--- src/rtl/seat_alloc.sv ---
// seat_alloc: sequences writes into the 32-entry seat memory.
// Accepts seat-assignment (req_alloc) and seat-release (rel_alloc) requests.
// A release wins when both are pending. The controller picks a seat and drives
// the memory write port. It also owns the authoritative occupancy map and the
// free-seat count.
//
// Ports:
//   clk_alloc, rst_alloc         clock, synchronous active-high reset
//   req_alloc, Student_No_alloc  assignment request and student number
//   pref_en_alloc, pref_seat_alloc  optional preferred seat
//   rel_alloc, rel_seat_alloc    release request and seat
//   busy_alloc, done_alloc, fail_alloc, Seat_No_out_alloc  status/result
//   write_mem_alloc, Student_No_mem_alloc, Seat_No_mem_alloc  memory write port
//   occupied_alloc, free_cnt_alloc  occupancy map and free-seat count
module seat_alloc #(
  parameter int unsigned NUM_SEATS = 32,
  parameter int unsigned SEAT_W    = 5,
  parameter int unsigned STU_W     = 25
) (
  input  logic              clk_alloc,
  input  logic              rst_alloc,
  input  logic              req_alloc,
  input  logic [STU_W-1:0]  Student_No_alloc,
  input  logic              pref_en_alloc,
  input  logic [SEAT_W-1:0] pref_seat_alloc,
  input  logic              rel_alloc,
  input  logic [SEAT_W-1:0] rel_seat_alloc,
  output logic              busy_alloc,
  output logic              done_alloc,
  output logic              fail_alloc,
  output logic [SEAT_W-1:0] Seat_No_out_alloc,
  output logic              write_mem_alloc,
  output logic [STU_W-1:0]  Student_No_mem_alloc,
  output logic [SEAT_W-1:0] Seat_No_mem_alloc,
  output logic [NUM_SEATS-1:0] occupied_alloc,
  output logic [SEAT_W:0]   free_cnt_alloc
);

  typedef enum logic [1:0] {IDLE, CHECK, WRITE, DONE} state_t;

  localparam logic [SEAT_W:0] CNT_FULL = (SEAT_W+1)'(NUM_SEATS);
  localparam logic [SEAT_W:0] CNT_ONE  = (SEAT_W+1)'(1);

  state_t state, state_nxt;

  // Operands captured at acceptance
  logic              op_rel;
  logic [STU_W-1:0]  stu_q;
  logic              pref_en_q;
  logic [SEAT_W-1:0] pref_seat_q;
  logic [SEAT_W-1:0] rel_seat_q;

  logic [NUM_SEATS-1:0] occupied_q;
  logic [SEAT_W:0]      free_cnt_q;
  logic [SEAT_W-1:0]    mem_seat_q;
  logic [STU_W-1:0]     mem_data_q;
  logic [SEAT_W-1:0]    out_seat_q;
  logic                 fail_q;

  logic [SEAT_W-1:0] low_seat;
  logic [SEAT_W-1:0] idx;
  logic              chk_fail;
  logic [SEAT_W-1:0] chk_seat;
  logic [SEAT_W-1:0] fail_seat;

  // Lowest-index free seat: scan from the top so the lowest free index wins.
  always_comb begin
    low_seat = '0;
    idx      = '0;
    for (int unsigned i = 0; i < NUM_SEATS; i++) begin
      idx = SEAT_W'(NUM_SEATS - 1 - i);
      if (!occupied_q[idx]) low_seat = idx;
    end
  end

  // Decision made while in CHECK, based on the latched operands
  always_comb begin
    chk_fail  = 1'b0;
    chk_seat  = '0;
    fail_seat = '0;
    if (op_rel) begin
      chk_fail  = !occupied_q[rel_seat_q];
      chk_seat  = rel_seat_q;
      fail_seat = rel_seat_q;
    end else begin
      chk_fail  = (stu_q == '0) || (free_cnt_q == '0);
      chk_seat  = (pref_en_q && !occupied_q[pref_seat_q]) ? pref_seat_q : low_seat;
      fail_seat = pref_en_q ? pref_seat_q : '0;
    end
  end

  always_comb begin
    state_nxt = state;
    unique case (state)
      IDLE:  if (rel_alloc || req_alloc) state_nxt = CHECK;
      CHECK: state_nxt = chk_fail ? DONE : WRITE;
      WRITE: state_nxt = DONE;
      DONE:  state_nxt = IDLE;
      default: state_nxt = IDLE;
    endcase
  end

  always_ff @(posedge clk_alloc) begin
    if (rst_alloc) state <= IDLE;
    else           state <= state_nxt;
  end

  always_ff @(posedge clk_alloc) begin
    if (rst_alloc) begin
      op_rel      <= 1'b0;
      stu_q       <= '0;
      pref_en_q   <= 1'b0;
      pref_seat_q <= '0;
      rel_seat_q  <= '0;
      occupied_q  <= '0;
      free_cnt_q  <= CNT_FULL;
      mem_seat_q  <= '0;
      mem_data_q  <= '0;
      out_seat_q  <= '0;
      fail_q      <= 1'b0;
    end else begin
      unique case (state)
        IDLE: begin
          if (rel_alloc || req_alloc) begin
            op_rel      <= rel_alloc;
            stu_q       <= Student_No_alloc;
            pref_en_q   <= pref_en_alloc;
            pref_seat_q <= pref_seat_alloc;
            rel_seat_q  <= rel_seat_alloc;
          end
        end
        CHECK: begin
          fail_q <= chk_fail;
          if (chk_fail) begin
            out_seat_q <= fail_seat;
          end else begin
            mem_seat_q <= chk_seat;
            mem_data_q <= op_rel ? '0 : stu_q;
          end
        end
        WRITE: begin
          occupied_q[mem_seat_q] <= !op_rel;
          free_cnt_q <= op_rel ? free_cnt_q + CNT_ONE : free_cnt_q - CNT_ONE;
          out_seat_q <= mem_seat_q;
        end
        default: ;
      endcase
    end
  end

  assign busy_alloc           = (state != IDLE);
  assign done_alloc           = (state == DONE);
  assign fail_alloc           = (state == DONE) && fail_q;
  assign write_mem_alloc      = (state == WRITE);
  assign Seat_No_out_alloc    = out_seat_q;
  assign Student_No_mem_alloc = mem_data_q;
  assign Seat_No_mem_alloc    = mem_seat_q;
  assign occupied_alloc       = occupied_q;
  assign free_cnt_alloc       = free_cnt_q;

endmodule
--- config.mk ---
export PLATFORM = sky130hd
export DESIGN_NAME = seat_alloc
export DESIGN_NICKNAME = d
export VERILOG_FILES = /design/src/rtl/seat_alloc.sv
export SDC_FILE = /design/constraint.sdc
export NUM_CORES = 1
export LEC_CHECK = 0
export ABC_AREA = 0
export CAP_MARGIN = 5
export CORE_AREA = 2 2 122 124
export DETAILED_ROUTE_END_ITERATION = 6
export DIE_AREA = 0 0 124 126
export PLACE_DENSITY = 0.61
export SLEW_MARGIN = 20
export SYNTH_ARGS = -nofsm -noshare
export SYNTH_HDL_FRONTEND = slang
export SYNTH_SLANG_ARGS = --single-unit
--- constraint.sdc ---
create_clock -name clk_alloc -period 6.7 [get_ports clk_alloc]
set_input_delay 1.675 -clock clk_alloc [delete_from_list [all_inputs] [get_ports clk_alloc]]
set_output_delay 1.675 -clock clk_alloc [all_outputs]
set_load 0.1 [all_outputs]
Yosys cells after proc, flatten, opt, wreduce, memory -nomap -nowiden
Index checks and enable logic that the tools add are counted.

storage, ports and cells
  memory bits (writable) = 0
  latch bits = 0
  logic and storage cells = 91
  bits in registers = 113
  ROM bits = 0
  output and inout bits = 77
  input port bits = 40
  memories = 0

operators by class
  shift operators = 0
  $mul = 0
  bitwise gates (word level) = 1
  add/subtract/negate cells = 2
  multiplexer cells = 51
  div/mod/pow operators = 0
  equality and inequality tests = 5
  reduce and logical (&&, ||, !) cells = 16
  $lt $le $gt $ge = 4

operator list
  cell                                                               count
  two-way mux 5 bit                                                  37
  bitwise mux 32 bit                                                 1
  logical NOT 25 bit                                                 1
  two-way mux 25 bit                                                 1
  < comparator 5 x 6 -> 1 bit, second input constant                 3
  binary-select mux 1 bit (select 5 bit)                             2
  case mux 5 bit (2 select lines)                                    1
  case mux 2 bit (4 select lines)                                    1
  adder 6 x 1 -> 6 bit, second input constant                        1
  logical NOT 6 bit                                                  1
  two-way mux 6 bit                                                  1
  AND reduction 2 bit                                                3
  subtractor 6 x 1 -> 6 bit, second input constant                   1
  demux 1 bit (select 5 bit)                                         1
  greater-or-equal comparator 5 x 1 -> 1 bit, second input constant  1
  two-way mux 1 bit                                                  5
  equality test 2 bit, second input constant                         2
  inequality test 2 bit, second input constant                       2
  nonzero test 2 bit                                                 2
  logical AND 1 bit                                                  3
  logical NOT 1 bit                                                  3
  equality test 2 x 1 -> 1 bit, second input constant                1
  logical NOT 2 bit                                                  1
  logical OR 1 bit                                                   2
  2 further kinds                                                    2

Logic depth before layout (Yosys ltp)
  word-level depth = 34
  gate-level depth with buffers = 11
  gate-level depth less buffers = 9

Least setup slack after synthesis
No wires, ideal clock.

  path kind = register -> output
  start = reg state[0]
  end = out fail_alloc
  data required time = 5.025 ns
  path buffers = 0
  path slack = 2.975 ns
  arrival time = 2.050 ns
  stages on the path, launching flop included = 3
  path through = dfxtp_1 -> ha_1 -> and2_1

between the ends
  word-level cells in the longest chain between the ends = 2

RTL lines
  what                      RTL line  RTL
  start: declaration        44        state_t state, state_nxt;
  start signal: assignment  105       else state <= state_nxt;
  equality test 2 bit       -
  via done_alloc            29        output logic done_alloc,
  logical AND 1 bit         153       assign fail_alloc = (state == DONE) && fail_q;
  end: declaration          30        output logic fail_alloc,

The timed path passes the listed nets, and every way through them passes these cells.

Final worst setup path
  start = reg state[0]
  end = out write_mem_alloc

between the ends
  word-level cells in the longest chain between the ends = 1

RTL lines
  what                 RTL line  RTL
  equality test 2 bit  154       assign write_mem_alloc = (state == WRITE);
  end: declaration     32        output logic write_mem_alloc,

Every way passes these cells.

==> results.sh <==
export IMPL_synth_area_per_cell_um2=8.388
export IMPL_critical_path_top_delay_family="buffers and inverters"
export IMPL_final_layout_size_suffix_gt1_share_pct=7.742
export IMPL_p_seq_share_pct=29.3
export IMPL_floorplan_io_pins=117
export IMPL_timing_final_setup_violations=0
export IMPL_vdd_ir_drop_max_mv=0.4873
export IMPL_first_pass_grt_wire_length_um=26450
export IMPL_hp_class="flip-flop to flip-flop"
export IMPL_timing_hold_ws_ps=453.5
export IMPL_detail_route_iter0_violations=427
export IMPL_cap_viol_max_count=0
export IMPL_synth_flop_cell="dfxtp_1"
export IMPL_routedWlPerCell_um=17.29
export IMPL_num_antenna_cells=0
export IMPL_post_cts_resized_instances=0
export IMPL_clock_share_of_power_pct=31.3
export IMPL_timing_critical_path_arrival_ps=2850
export IMPL_place_detailed_hpwl_um=11180
export IMPL_finalCritPeriodShare_pct=67.57
export IMPL_replace_congestion=0.9444
export IMPL_cellInternalPower_mw=1.867
export IMPL_root_buffer="clkbuf_16"
export IMPL_dieHeight_um=126
export IMPL_cts_htree_levels=4
export IMPL_multi_input_comb_area_um2=3077
export IMPL_post_synthesis_net_count=717
export IMPL_net_switching_power_mw=1.334
export IMPL_layout_area_seq_um2=2262
export IMPL_overflow=0
export IMPL_area_delta_synth_final_pct=33.43
export IMPL_synth_cell_area_um2=5603
export IMPL_crit_end="write_mem_alloc"
export IMPL_rows=44
export IMPL_ant_nets=0
export IMPL_holdBufCountCts=0
export IMPL_synthArstFlopShare_pct=0
export IMPL_timing_critical_path_cells="inv_1 > ha_1 > clkdlybuf4s50_1"
export IMPL_fillCellCount=1376
export IMPL_post_cts_setup_buffers=0
export IMPL_totalWireLength_um=16580
export IMPL_timing_slew_headroom_pct=30.33
export IMPL_cts_sinks=113
export IMPL_drt_drc_violations_left=0
export IMPL_capture_point_of_the_worst_reg_to_reg_path="Seat_No_mem_alloc[4]"
export IMPL_worst_pin_slew_ps=1042
export IMPL_global_route_usage_total_pct=21.82
export IMPL_p_per_area_nw_per_um2=428.2
export IMPL_setup_tns_final_ps=0
export IMPL_worstSetupPathType="flip-flop to output port"
export IMPL_status="finished clean"
export IMPL_initial_utilization_pct=39.14
export IMPL_dieWidth_um=124
export IMPL_hold_viol=0
export IMPL_fp_dieArea_um2=15620
export IMPL_critical_path_n_buffers_inverters=2
export IMPL_cts_tree="built"
export IMPL_post_synth_inst_count=668
export IMPL_final_min_clock_period_ps=4527
export IMPL_synth_sequential_area_ratio_pct=40.38
export IMPL_yosys_register_bits=113
export IMPL_post_drt_via_cell_ratio=5.533
export IMPL_crit_path_max_fanout=21
export IMPL_timing_fmax_mhz=220.9
export IMPL_grt_start_max_net_pins=60
export IMPL_setup_repair_after_global_routing_missed_its_margin="no"
export IMPL_finClkSkew_ps=7.144
export IMPL_final_net_count=811
export IMPL_setup_worst_path_end_class="output port"
export IMPL_clk_path_buf_depth=2
export IMPL_final_max_slew_violation_count=0
export IMPL_clk_pin_slew_worst_paths_ps=60
export IMPL_r2r_cells=7
export IMPL_cts_buffers_inserted=17
export IMPL_p_leak_nw=2.510
export IMPL_crit_path_start_kind="flip-flop"
export IMPL_detailed_route_via_count=5306
export IMPL_synth_lib_cells_used_distinct=57
export IMPL_worstPathRequired_ps=5030
export IMPL_synth_warning_count=0
export IMPL_slowest_stage="clkdlybuf4s50_1"
export IMPL_max_stage_delay_ps=1280
export IMPL_clkLatencyLatePin_ps=410
export IMPL_portBuffers=116
export IMPL_sw_frac_of_total_pct=41.68
export IMPL_grt_antenna_before_repair=0
export IMPL_setup_crit_start="state[0]"
export IMPL_synth_edff_count=0
export IMPL_grt_pass1_vias=5031
export IMPL_core_area_um2=14310
export IMPL_ff2ff_setup_slack_ps=3740
export IMPL_power_share_combinational_pct=39.4
export IMPL_dr_pass1_iters=5
export IMPL_critical_path_depth=3
export IMPL_origin_of_the_critical_flop_to_flop_path="rel_seat_q[0]"
export IMPL_design_power_total_mw=3.201
layout make-up:
cell class	instances	area share, %
inverter	13	0.6527
clock buffer	20	6.109
multi-input combinational	496	41.15
tap	184	3.080
sequential	113	30.26
timing repair buffer	121	16.00
clock inverter	12	2.745
synth_stat cells (3+ instances only):
library cell	instances	area (um^2)
xnor2_1	5	43.79
nand4_1	7	43.79
clkbuf_1	25	93.84
dfxtp_1	113	2262
a21oi_1	77	385.4
a22oi_1	3	22.52
a311oi_1	3	26.28
nand2_1	124	465.5
nand3b_1	30	225.2
buf_1	7	26.28
mux4_1	7	183.9
mux4_2	10	225.2
buf_2	6	30.03
buf_4	3	22.52
or3_1	3	18.77
a211oi_1	38	285.3
nand3_1	17	85.08
nor3_1	5	25.02
mux2i_1	11	110.1
buf_6	3	33.78
nand2b_1	3	18.77
o21ai_0	14	70.07
nor2_1	88	330.3
nor4_1	7	43.79
ha_1	8	100.1
inv_1	13	48.80
stage by stage:
step / util, % / cells / worst slack, ps / instance area (um^2)
global placement: 47.60 / 927 / 2658 / 6814
CTS: 52.23 / 959 / 2156 / 7476
detailed placement: 47.60 / 927 / 2619 / 6814
floorplan: - / 668 / 2975 / 5603
global route: 52.23 / 959 / 1992 / 7476
finish: 52.23 / 959 / 2173 / 7476
kinds of logic (layout without fill, tap and decap cells):
logic type                 after synthesis  count (layout)  synth area share [%]
AOI/OAI and AO/OA                      154             154                 17.49
xor gates and xnor gates                 5               5                0.7816
adders and majority gates                9               9                 2.144
buffers and inverters                   59             166                 4.824
DFF                                    113             113                 40.38
muxes                                   31              31                 10.07
and+or+nand+nor                        297             297                 24.32
worst reg2reg max path, stage by stage, from the launching register on:
cell      delay (ps)
dfxtp_1          750
mux4_2           380
mux2i_1           80
mux2_2           310
o221a_4          320
nand2b_4         410
or3b_1           490
a21oi_1          140
power by group through the flow:
stage	Sequential (mW)	Combinational (mW)	Clock [mW]
after global routing	0.957	1.36	1.04
after floorplan	1.20	0.727	0
after detailed placement	0.948	1.26	0
after CTS	0.937	1.27	1.01
final	0.939	1.26	1.00
after global placement	0.946	1.25	0
worst min-delay path by stage:
| stage | cells after the start | from | endpoint | slack (ps) |
|---|---|---|---|---|
| after floorplan | 2 | rel_seat_q[4] | rel_seat_q[4] | 440 |
| after global placement | 2 | Student_No_mem_alloc[13] | Student_No_mem_alloc[13] | 440 |
| after detailed placement | 2 | Student_No_mem_alloc[7] | Student_No_mem_alloc[7] | 450 |
| after CTS | 2 | Student_No_mem_alloc[15] | Student_No_mem_alloc[15] | 460 |
| after global routing | 2 | Student_No_mem_alloc[15] | Student_No_mem_alloc[15] | 470 |
| final | 2 | Student_No_mem_alloc[7] | Student_No_mem_alloc[7] | 450 |
registers in the layout (all words and copies together) (netlist names):
| name | cells |
|---|---|
| occupied_alloc | 32 |
| Student_No_mem_alloc | 25 |
| stu_q | 25 |
| free_cnt_alloc | 6 |
| Seat_No_mem_alloc | 5 |
| Seat_No_out_alloc | 5 |
| pref_seat_q | 5 |
| rel_seat_q | 5 |
| state | 2 |
| fail_q | 1 |
| op_rel | 1 |
| pref_en_q | 1 |
per-layer routing:
metal | share of wire [%] | GRT usage [%] | wire, um
met1 | 42 | 27.81 | 6983
met2 | 48 | 34.74 | 7966
met3 | 8.0 | 7.156 | 1331
met4 | 1.8 | 7.270 | 301
met5 | 0 | 0 | 0
layout by cell type, fill, tap and decap left out, drive strengths merged, types with 5 or more instances in the layout:
cell type | Yosys | layout
nand2 | 124 | 124
a21oi | 77 | 77
nand4 | 7 | 7
clkdlybuf4s50 | 1 | 115
o21ai | 15 | 15
nand3b | 30 | 30
nor2 | 89 | 89
ha | 8 | 8
dfxtp | 113 | 113
bufinv | 0 | 5
nor4 | 7 | 7
a211oi | 38 | 38
nor3 | 5 | 5
nand3 | 17 | 17
clkbuf | 26 | 20
buf | 19 | 6
mux4 | 17 | 17
xnor2 | 5 | 5
mux2i | 12 | 12
inv | 13 | 14
Power figures use the tool's default switching activity.
